`src/rtl/instr_fetch_unit.sv`:
```
// Instruction fetch front end: owns the fetch PC, issues single-outstanding word
// requests to instruction memory and buffers {pc, instr} pairs for decode.
module instr_fetch_unit #(
    parameter logic [31:0] RESET_PC   = 32'h0000_0000,
    parameter int unsigned FIFO_DEPTH = 2
) (
    input  logic        clk_i,
    input  logic        rst_n_i,
    output logic        imem_req_o,
    output logic [31:0] imem_addr_o,
    input  logic        imem_gnt_i,
    input  logic        imem_rvalid_i,
    input  logic [31:0] imem_rdata_i,
    output logic        instr_valid_o,
    output logic [31:0] instr_o,
    output logic [31:0] instr_pc_o,
    input  logic        instr_ready_i,
    input  logic        redirect_i,
    input  logic [31:0] redirect_pc_i
);

    localparam int unsigned PTR_W = (FIFO_DEPTH > 1) ? $clog2(FIFO_DEPTH) : 1;
    localparam int unsigned CNT_W = PTR_W + 1;
    localparam logic [CNT_W-1:0] DEPTH_C = CNT_W'(FIFO_DEPTH);

    typedef enum logic [1:0] {
        IDLE,
        REQ,
        WAIT,
        FLUSH
    } state_e;

    typedef struct packed {
        logic [31:0] pc;
        logic [31:0] instr;
    } entry_t;

    state_e            state_q, state_d;
    logic [31:0]       fetch_pc_q, fetch_pc_d;
    logic [31:0]       req_pc_q, req_pc_d;
    logic [CNT_W-1:0]  count_q, count_d;
    logic [PTR_W-1:0]  wr_ptr_q, wr_ptr_d;
    logic [PTR_W-1:0]  rd_ptr_q, rd_ptr_d;
    entry_t            mem_q [FIFO_DEPTH];
    entry_t            head;

    logic              push;
    logic              pop;
    logic [31:0]       redirect_tgt;
    logic              unused_redirect_lsbs;

    assign redirect_tgt         = {redirect_pc_i[31:2], 2'b00};
    assign unused_redirect_lsbs = ^redirect_pc_i[1:0];

    // A response is only kept when it answers a live request; FLUSH and redirect drop it.
    assign push = (state_q == WAIT) && imem_rvalid_i && !redirect_i;
    assign pop  = instr_valid_o && instr_ready_i && !redirect_i;

    // ------------------------------------------------------------------
    // Instruction buffer bookkeeping
    // ------------------------------------------------------------------
    // NOTE: every always_comb output gets a default first, so no path leaves a latch.
    always_comb begin
        count_d  = count_q;
        wr_ptr_d = wr_ptr_q;
        rd_ptr_d = rd_ptr_q;
        if (redirect_i) begin
            count_d  = '0;
            wr_ptr_d = '0;
            rd_ptr_d = '0;
        end else begin
            if (push) begin
                wr_ptr_d = wr_ptr_q + PTR_W'(1);
            end
            if (pop) begin
                rd_ptr_d = rd_ptr_q + PTR_W'(1);
            end
            if (push && !pop) begin
                count_d = count_q + CNT_W'(1);
            end else if (!push && pop) begin
                count_d = count_q - CNT_W'(1);
            end
        end
    end

    // ------------------------------------------------------------------
    // Fetch FSM
    // ------------------------------------------------------------------
    always_comb begin
        state_d    = state_q;
        fetch_pc_d = fetch_pc_q;
        req_pc_d   = req_pc_q;
        imem_req_o = 1'b0;

        unique case (state_q)
            IDLE: begin
                if (redirect_i || (count_q < DEPTH_C)) begin
                    state_d = REQ;
                end
            end
            REQ: begin
                imem_req_o = 1'b1;
                if (imem_gnt_i) begin
                    fetch_pc_d = fetch_pc_q + 32'd4;
                    req_pc_d   = fetch_pc_q;
                    state_d    = redirect_i ? FLUSH : WAIT;
                end
            end
            WAIT: begin
                // count_d already reflects this cycle's push, pop or redirect clear.
                if (imem_rvalid_i) begin
                    state_d = (count_d < DEPTH_C) ? REQ : IDLE;
                end else if (redirect_i) begin
                    state_d = FLUSH;
                end
            end
            FLUSH: begin
                if (imem_rvalid_i) begin
                    state_d = REQ;
                end
            end
            default: begin
                state_d = IDLE;
            end
        endcase

        if (redirect_i) begin
            fetch_pc_d = redirect_tgt;
        end
    end

    // ------------------------------------------------------------------
    // State registers
    // ------------------------------------------------------------------
    // NOTE: sequential state uses non-blocking assignments so every flop samples pre-edge values.
    always_ff @(posedge clk_i or negedge rst_n_i) begin
        if (!rst_n_i) begin
            state_q    <= IDLE;
            fetch_pc_q <= RESET_PC;
            req_pc_q   <= RESET_PC;
            count_q    <= '0;
            wr_ptr_q   <= '0;
            rd_ptr_q   <= '0;
        end else begin
            state_q    <= state_d;
            fetch_pc_q <= fetch_pc_d;
            req_pc_q   <= req_pc_d;
            count_q    <= count_d;
            wr_ptr_q   <= wr_ptr_d;
            rd_ptr_q   <= rd_ptr_d;
        end
    end

    // NOTE: buffer storage is not reset; count_q alone decides what is visible.
    always_ff @(posedge clk_i) begin
        if (push) begin
            mem_q[wr_ptr_q] <= '{pc: req_pc_q, instr: imem_rdata_i};
        end
    end

    // ------------------------------------------------------------------
    // Outputs
    // ------------------------------------------------------------------
    assign head          = mem_q[rd_ptr_q];
    assign imem_addr_o   = fetch_pc_q;
    assign instr_valid_o = (count_q != '0);
    assign instr_o       = instr_valid_o ? head.instr : 32'h0;
    assign instr_pc_o    = instr_valid_o ? head.pc    : 32'h0;

endmodule

```
`config.mk`:
```
export PLATFORM = sky130hd
export DESIGN_NAME = instr_fetch_unit
export DESIGN_NICKNAME = d
export VERILOG_FILES = /design/src/rtl/instr_fetch_unit.sv
export SDC_FILE = /design/constraint.sdc
export NUM_CORES = 1
export LEC_CHECK = 0
export CELL_PAD_IN_SITES_DETAIL_PLACEMENT = 1
export CELL_PAD_IN_SITES_GLOBAL_PLACEMENT = 1
export CORE_UTILIZATION = 44
export CTS_CLUSTER_DIAMETER = 150
export DETAILED_ROUTE_END_ITERATION = 10
export PLACE_DENSITY = 0.89
export SLEW_MARGIN = 25
export SYNTH_ARGS = -nofsm -noshare
export SYNTH_HDL_FRONTEND = slang
export SYNTH_SLANG_ARGS = --single-unit
```
`constraint.sdc`:
```
create_clock -name clk_i -period 15.1 [get_ports clk_i]
set_input_delay 4.53 -clock clk_i [delete_from_list [all_inputs] [get_ports clk_i]]
set_output_delay 4.53 -clock clk_i [all_outputs]
set_load 0.01 [all_outputs]
```
# After elaboration in Yosys (flattened, before gate mapping)
# Memories as Yosys holds them, arrays and structs flattened.
# Index checks and enable logic that the tools add are counted.
# Widths: inputs -> output; s select.
# classes
n_eq_ne,7
addsub,5
n_div,0
bitwise_logic,0
n_shift,0
order_cmp,2
mux,23
reduce_logical,19
mul,0
# ops
operator,n
$mux 32,5
$add 32x3->32 const B,1
$mux 2,8
$reduce_bool 2->1,5
$mux 1,9
$pmux 2 s4,1
$logic_and 1x1->1,6
$ne 2x2->1 const B,3
$eq 2x2->1 const B,2
$lt 2x2->1 const B,2
$reduce_and 2->1,2
$reduce_and 4->1,1
$logic_not 1->1,3
$ne 3x3->1 const B,1
$add 1x1->1 const B,2
$add 2x1->2 const B,1
$eq 2x1->1 const B,1
$logic_not 2->1,1
$sub 2x1->2 const B,1
$logic_or 1x1->1,1
# totals
mem_count,1
elab_cells,63
latch_bits,0
rom_bits,0
in_bits,70
reg_bits,70
out_inout_bits,98
ramBits,128
# mem_list
memory,words,word_bits,rd,rd_ports_with_merged_regs,write_ports,line,rtl
mem_q,2,64,1,0,1,44,entry_t mem_q [FIFO_DEPTH];

# Longest topological paths before layout
# depth
word_depth,12
ltp_mapped,8
depth_no_buf,7

# Least setup slack after synthesis
# No wires, ideal clock.
# synth_path
path_type,input-to-reg
startpoint,in redirect_i
endpoint,"mem mem_q[1][0] (netlist bit), enable pin"
path_slack_ps,5032
t_required_ps,14529
n_path_buf,2
arrival_ps,9497
path_stages,3
setup_ps,571
cell_sequence,clkbuf_1 clkbuf_1 nor3b_1
# synth_between
elab_chain_len,4
# synth_rtl
item,line,rtl
"start, declared",18,"input logic redirect_i,"
$logic_not 1->1,56,assign push = (state_q == WAIT) && imem_rvalid_i && !redirect_i;
$logic_and 1x1->1,56,
$mux 1,156,if (push) begin
$mux 1 (not written as such),157,"mem_q[wr_ptr_q] <= '{pc: req_pc_q, instr: imem_rdata_i};"
"end, declared",44,
# No other way between the ends.

# Worst setup path in the final report
# layout_path
startpoint,reg rd_ptr_q
endpoint,out instr_pc_o[20]
# layout_between
elab_chain_len,2
# layout_rtl
item,line,rtl
"start, declared",43,"logic [PTR_W-1:0] rd_ptr_q, rd_ptr_d;"
"start signal, assigned",150,rd_ptr_q <= rd_ptr_d;
$mem_v2 2x64,--,
$mux 32,168,assign instr_pc_o = instr_valid_o ? head.pc : 32'h0;
"end, declared",16,"output logic [31:0] instr_pc_o,"
# No other way between the ends.

==> results.sh <==
export IMPL_ys_seq_area_share_pct=68.10
export IMPL_io_pin_count=168
export IMPL_synthTopCellsByArea="edfxtp_1 47%, dfrtp_1 21%, mux2i_1 8.0%"
export IMPL_tritoncts="yes"
export IMPL_crit_chain="buf_12 > mux2i_1 > nor2_1 > clkdlybuf4s50_1"
export IMPL_hold_violations=0
export IMPL_dpl_instance_area_mm2=0.009727
export IMPL_synth_simple_area_share_pct=10.48
export IMPL_dpl_hpwl_mm=12.38
export IMPL_cts_resized=0
export IMPL_finalSetupViolCount=0
export IMPL_hold_path_startpoint="req_pc_q[19]"
export IMPL_worst_skew_pair_late_latency_ns=0.42
export IMPL_min_period_ns=6.987
export IMPL_place_congestion=0.8009
export IMPL_synth_compound_area_share_pct=2.584
export IMPL_wire_per_inst_um=19.35
export IMPL_grt_max_degree=68
export IMPL_die_area_mm2=0.01848
export IMPL_hold_buffers=0
export IMPL_drive_above_1_share_pct=11.55
export IMPL_htreeDepth=4
export IMPL_synth_top_area_share_pct=47.18
export IMPL_vias=5034
export IMPL_reg2reg_depth=7
export IMPL_synth_seq_cells=190
export IMPL_synth_top_cell_by_area="edfxtp_1"
export IMPL_power_leakage_nw=3.686
export IMPL_drcViolationCount=0
export IMPL_yosys_warnings=0
export IMPL_cts_post_setup_buffers_inserted=0
export IMPL_clock_path_buffers=2
export IMPL_min_path_type="flop to flop"
export IMPL_power_density_mw_per_mm2=157.5
export IMPL_cts_buffers=17
export IMPL_die_x_um=135.9
export IMPL_fillers=1670
export IMPL_fin_worst_skew_ns=0.008337
export IMPL_async_flop_share_pct=34.74
export IMPL_holdPathStages=0
export IMPL_grt_usage_pct=21.23
export IMPL_maxSlewHeadroom_pct=38.33
export IMPL_rsz0062_at_grt="false"
export IMPL_synth_mux_area_share_pct=12.13
export IMPL_netlist_area_mm2=0.007893
export IMPL_core_rowCount=48
export IMPL_stdcell_area_mm2=0.01029
export IMPL_synth_area_per_cell_um2=14.02
export IMPL_critPathKind="flop to output port"
export IMPL_grt_ovfl_total=0
export IMPL_critical_path_slowest_cell="dfrtp_4"
export IMPL_run_status="finished, final reports clean"
export IMPL_synth_xor_area_share_pct=3.551
export IMPL_worstPathRequired_ns=10.57
export IMPL_max_freq_ghz=0.1431
export IMPL_cts_sinks=190
export IMPL_drt_total_wl_mm=18.61
export IMPL_avgViaCountPerCell=5.233
export IMPL_drt_pass1_iter_count=4
export IMPL_worst_path_max_fanout=33
export IMPL_root_buffer="clkbuf_16"
export IMPL_design_core_area_mm2=0.01742
export IMPL_ys_types=43
export IMPL_synthAdderAreaFrac_pct=0.9512
export IMPL_r2r_end="imem_addr_o[31]"
export IMPL_fin_nets=799
export IMPL_die_height_um=135.9
export IMPL_rrSetupSlack_ns=12.77
export IMPL_grt_pass1_vias=5392
export IMPL_fin_ws_ns=8.113
export IMPL_worst_pin_slew_ns=0.9251
export IMPL_vdd_drop_max_mv=0.09638
export IMPL_slew_violations=0
export IMPL_multiInputGateArea_mm2=0.002371
export IMPL_setup_tns_ns=0
export IMPL_worstPathArrival_ns=2.46
export IMPL_hold_end="mem_q[0][51]"
export IMPL_synth_edf_count=124
export IMPL_initialDrtViolationCount=214
export IMPL_path_clk_slew_ns=0.07
export IMPL_synth_top_family_by_area="multiplexers"
export IMPL_ant_nets=0
export IMPL_start_util_pct=45.32
export IMPL_synthToLayoutAreaGrowth_pct=30.41
export IMPL_crit_path_start_kind="flop"
export IMPL_postSynthCellCount=563
export IMPL_antenna_found_initial=1
export IMPL_endpoint_kind="output port"
export IMPL_regArea_mm2=0.005379
export IMPL_rr_startpoint="state_q[1]"
export IMPL_grt_pass1_wl_mm=29.06
export IMPL_maxCapViolations=0
export IMPL_max_stage_delay_ns=0.83
export IMPL_port_buffer_count=161
export IMPL_finalCritPeriodShare_pct=46.27
export IMPL_ys_flop_type="edfxtp_1"
export IMPL_dp_slack_ns=8.533
==> registers in the layout, summed over array words and instances, names as in the netlist <==
register and cells:
state_q 2, rd_ptr_q 1, mem_q 124, imem_addr_o 30
req_pc_q 30, wr_ptr_q 1, count_q 2
==> how the worst max path moves through the flow <==
stage,startpoint,end,slack (ns),cells after the start
after global placement,rd_ptr_q,instr_pc_o[23],8.39,3
after CTS,rd_ptr_q,instr_pc_o[3],8.06,4
after detailed placement,rd_ptr_q,instr_pc_o[3],8.53,4
after global routing,rd_ptr_q,instr_pc_o[27],7.98,4
after floorplan,redirect_i,mem_q[1][0],5.03,3
final,rd_ptr_q,instr_pc_o[20],8.11,4
==> final cells by class <==
cell class | count | share of cell area (%)
diodes | 1 | 0.02431
clock buffers | 17 | 4.133
clock inverters | 15 | 1.337
inverters | 9 | 0.3282
multi-input cells | 338 | 23.04
flip-flops and latches | 190 | 52.26
well taps | 225 | 2.735
repair buffers | 167 | 16.14
==> critical path: cells and delay by family, from the launching register on <==
kind,cells,cell delay [ns]
buffers and inverters,2,0.86
DFF,1,0.83
muxes,1,0.24
and+or+nand+nor,1,0.05
==> per-stage QoR <==
stage | power [mW] | hold WS (ns) | utilization (%) | instances
after floorplan | 0.9629 | 0.4366 | - | 566
after global placement | 1.189 | 0.4444 | 55.73 | 928
after detailed placement | 1.219 | 0.4548 | 55.85 | 929
after CTS | 1.642 | 0.4712 | 59.08 | 961
after global routing | 1.708 | 0.4837 | 59.08 | 961
final | 1.621 | 0.4683 | 59.09 | 962
==> cell usage after synthesis (7+ instances only) <==
master,number
edfxtp_1,124
nor2_1,70
dfrtp_1,66
mux2i_1,63
nand2_1,46
mux2_2,29
o21ai_0,22
xnor2_1,17
xor2_1,15
clkbuf_1,14
nand3_1,11
inv_1,9
o21ai_1,9
buf_1,7
==> cell usage in the layout, fill, tap and decap left out, types with 4 or more instances in the layout <==
cell               n
clkdlybuf4s50_1  159
edfxtp_1         124
nor2_1            70
dfrtp_1           65
mux2i_1           63
nand2_1           46
mux2_2            29
o21ai_0           22
xnor2_1           17
clkbuf_16         17
xor2_1            15
nand3_1           11
inv_1              9
o21ai_1            9
nor3_2             7
nand4_1            6
clkinv_4           6
buf_4              6
ha_1               5
nand2b_1           4
and3_1             4
conb_1             4
==> logic make-up (layout without fill, tap and decap cells) <==
| kind of cell | count (synthesis) | after routing |
|---|---|---|
| flops | 190 | 190 |
| simple gates | 167 | 167 |
| mux | 92 | 92 |
| buf+inv | 38 | 208 |
| compound gates | 37 | 37 |
| xor+xnor | 32 | 32 |
| fa+ha+maj | 6 | 6 |
| other cells | 1 | 5 |
==> metal layers <==
layer / part of all wire (%) / up-vias / global-route usage (%) / wire length (um)
met5: 0 / - / 0 / 0
met4: 1.8 / 0 / 7.531 / 329
met3: 5.8 / 27 / 5.593 / 1075
met2: 51 / 148 / 37.30 / 9512
met1: 41 / 2536 / 24.99 / 7692
li1: - / 2323 / - / -
==> report_power, final <==
group          internal [mW]  total, mW  switching, mW  leakage (nW)
registers              0.643      0.711         0.0675          1.93
clock network          0.217      0.419          0.202         0.276
logic                  0.260      0.492          0.231          1.48
total                   1.12       1.62          0.501          3.69
Power figures use the tool's default switching activity.
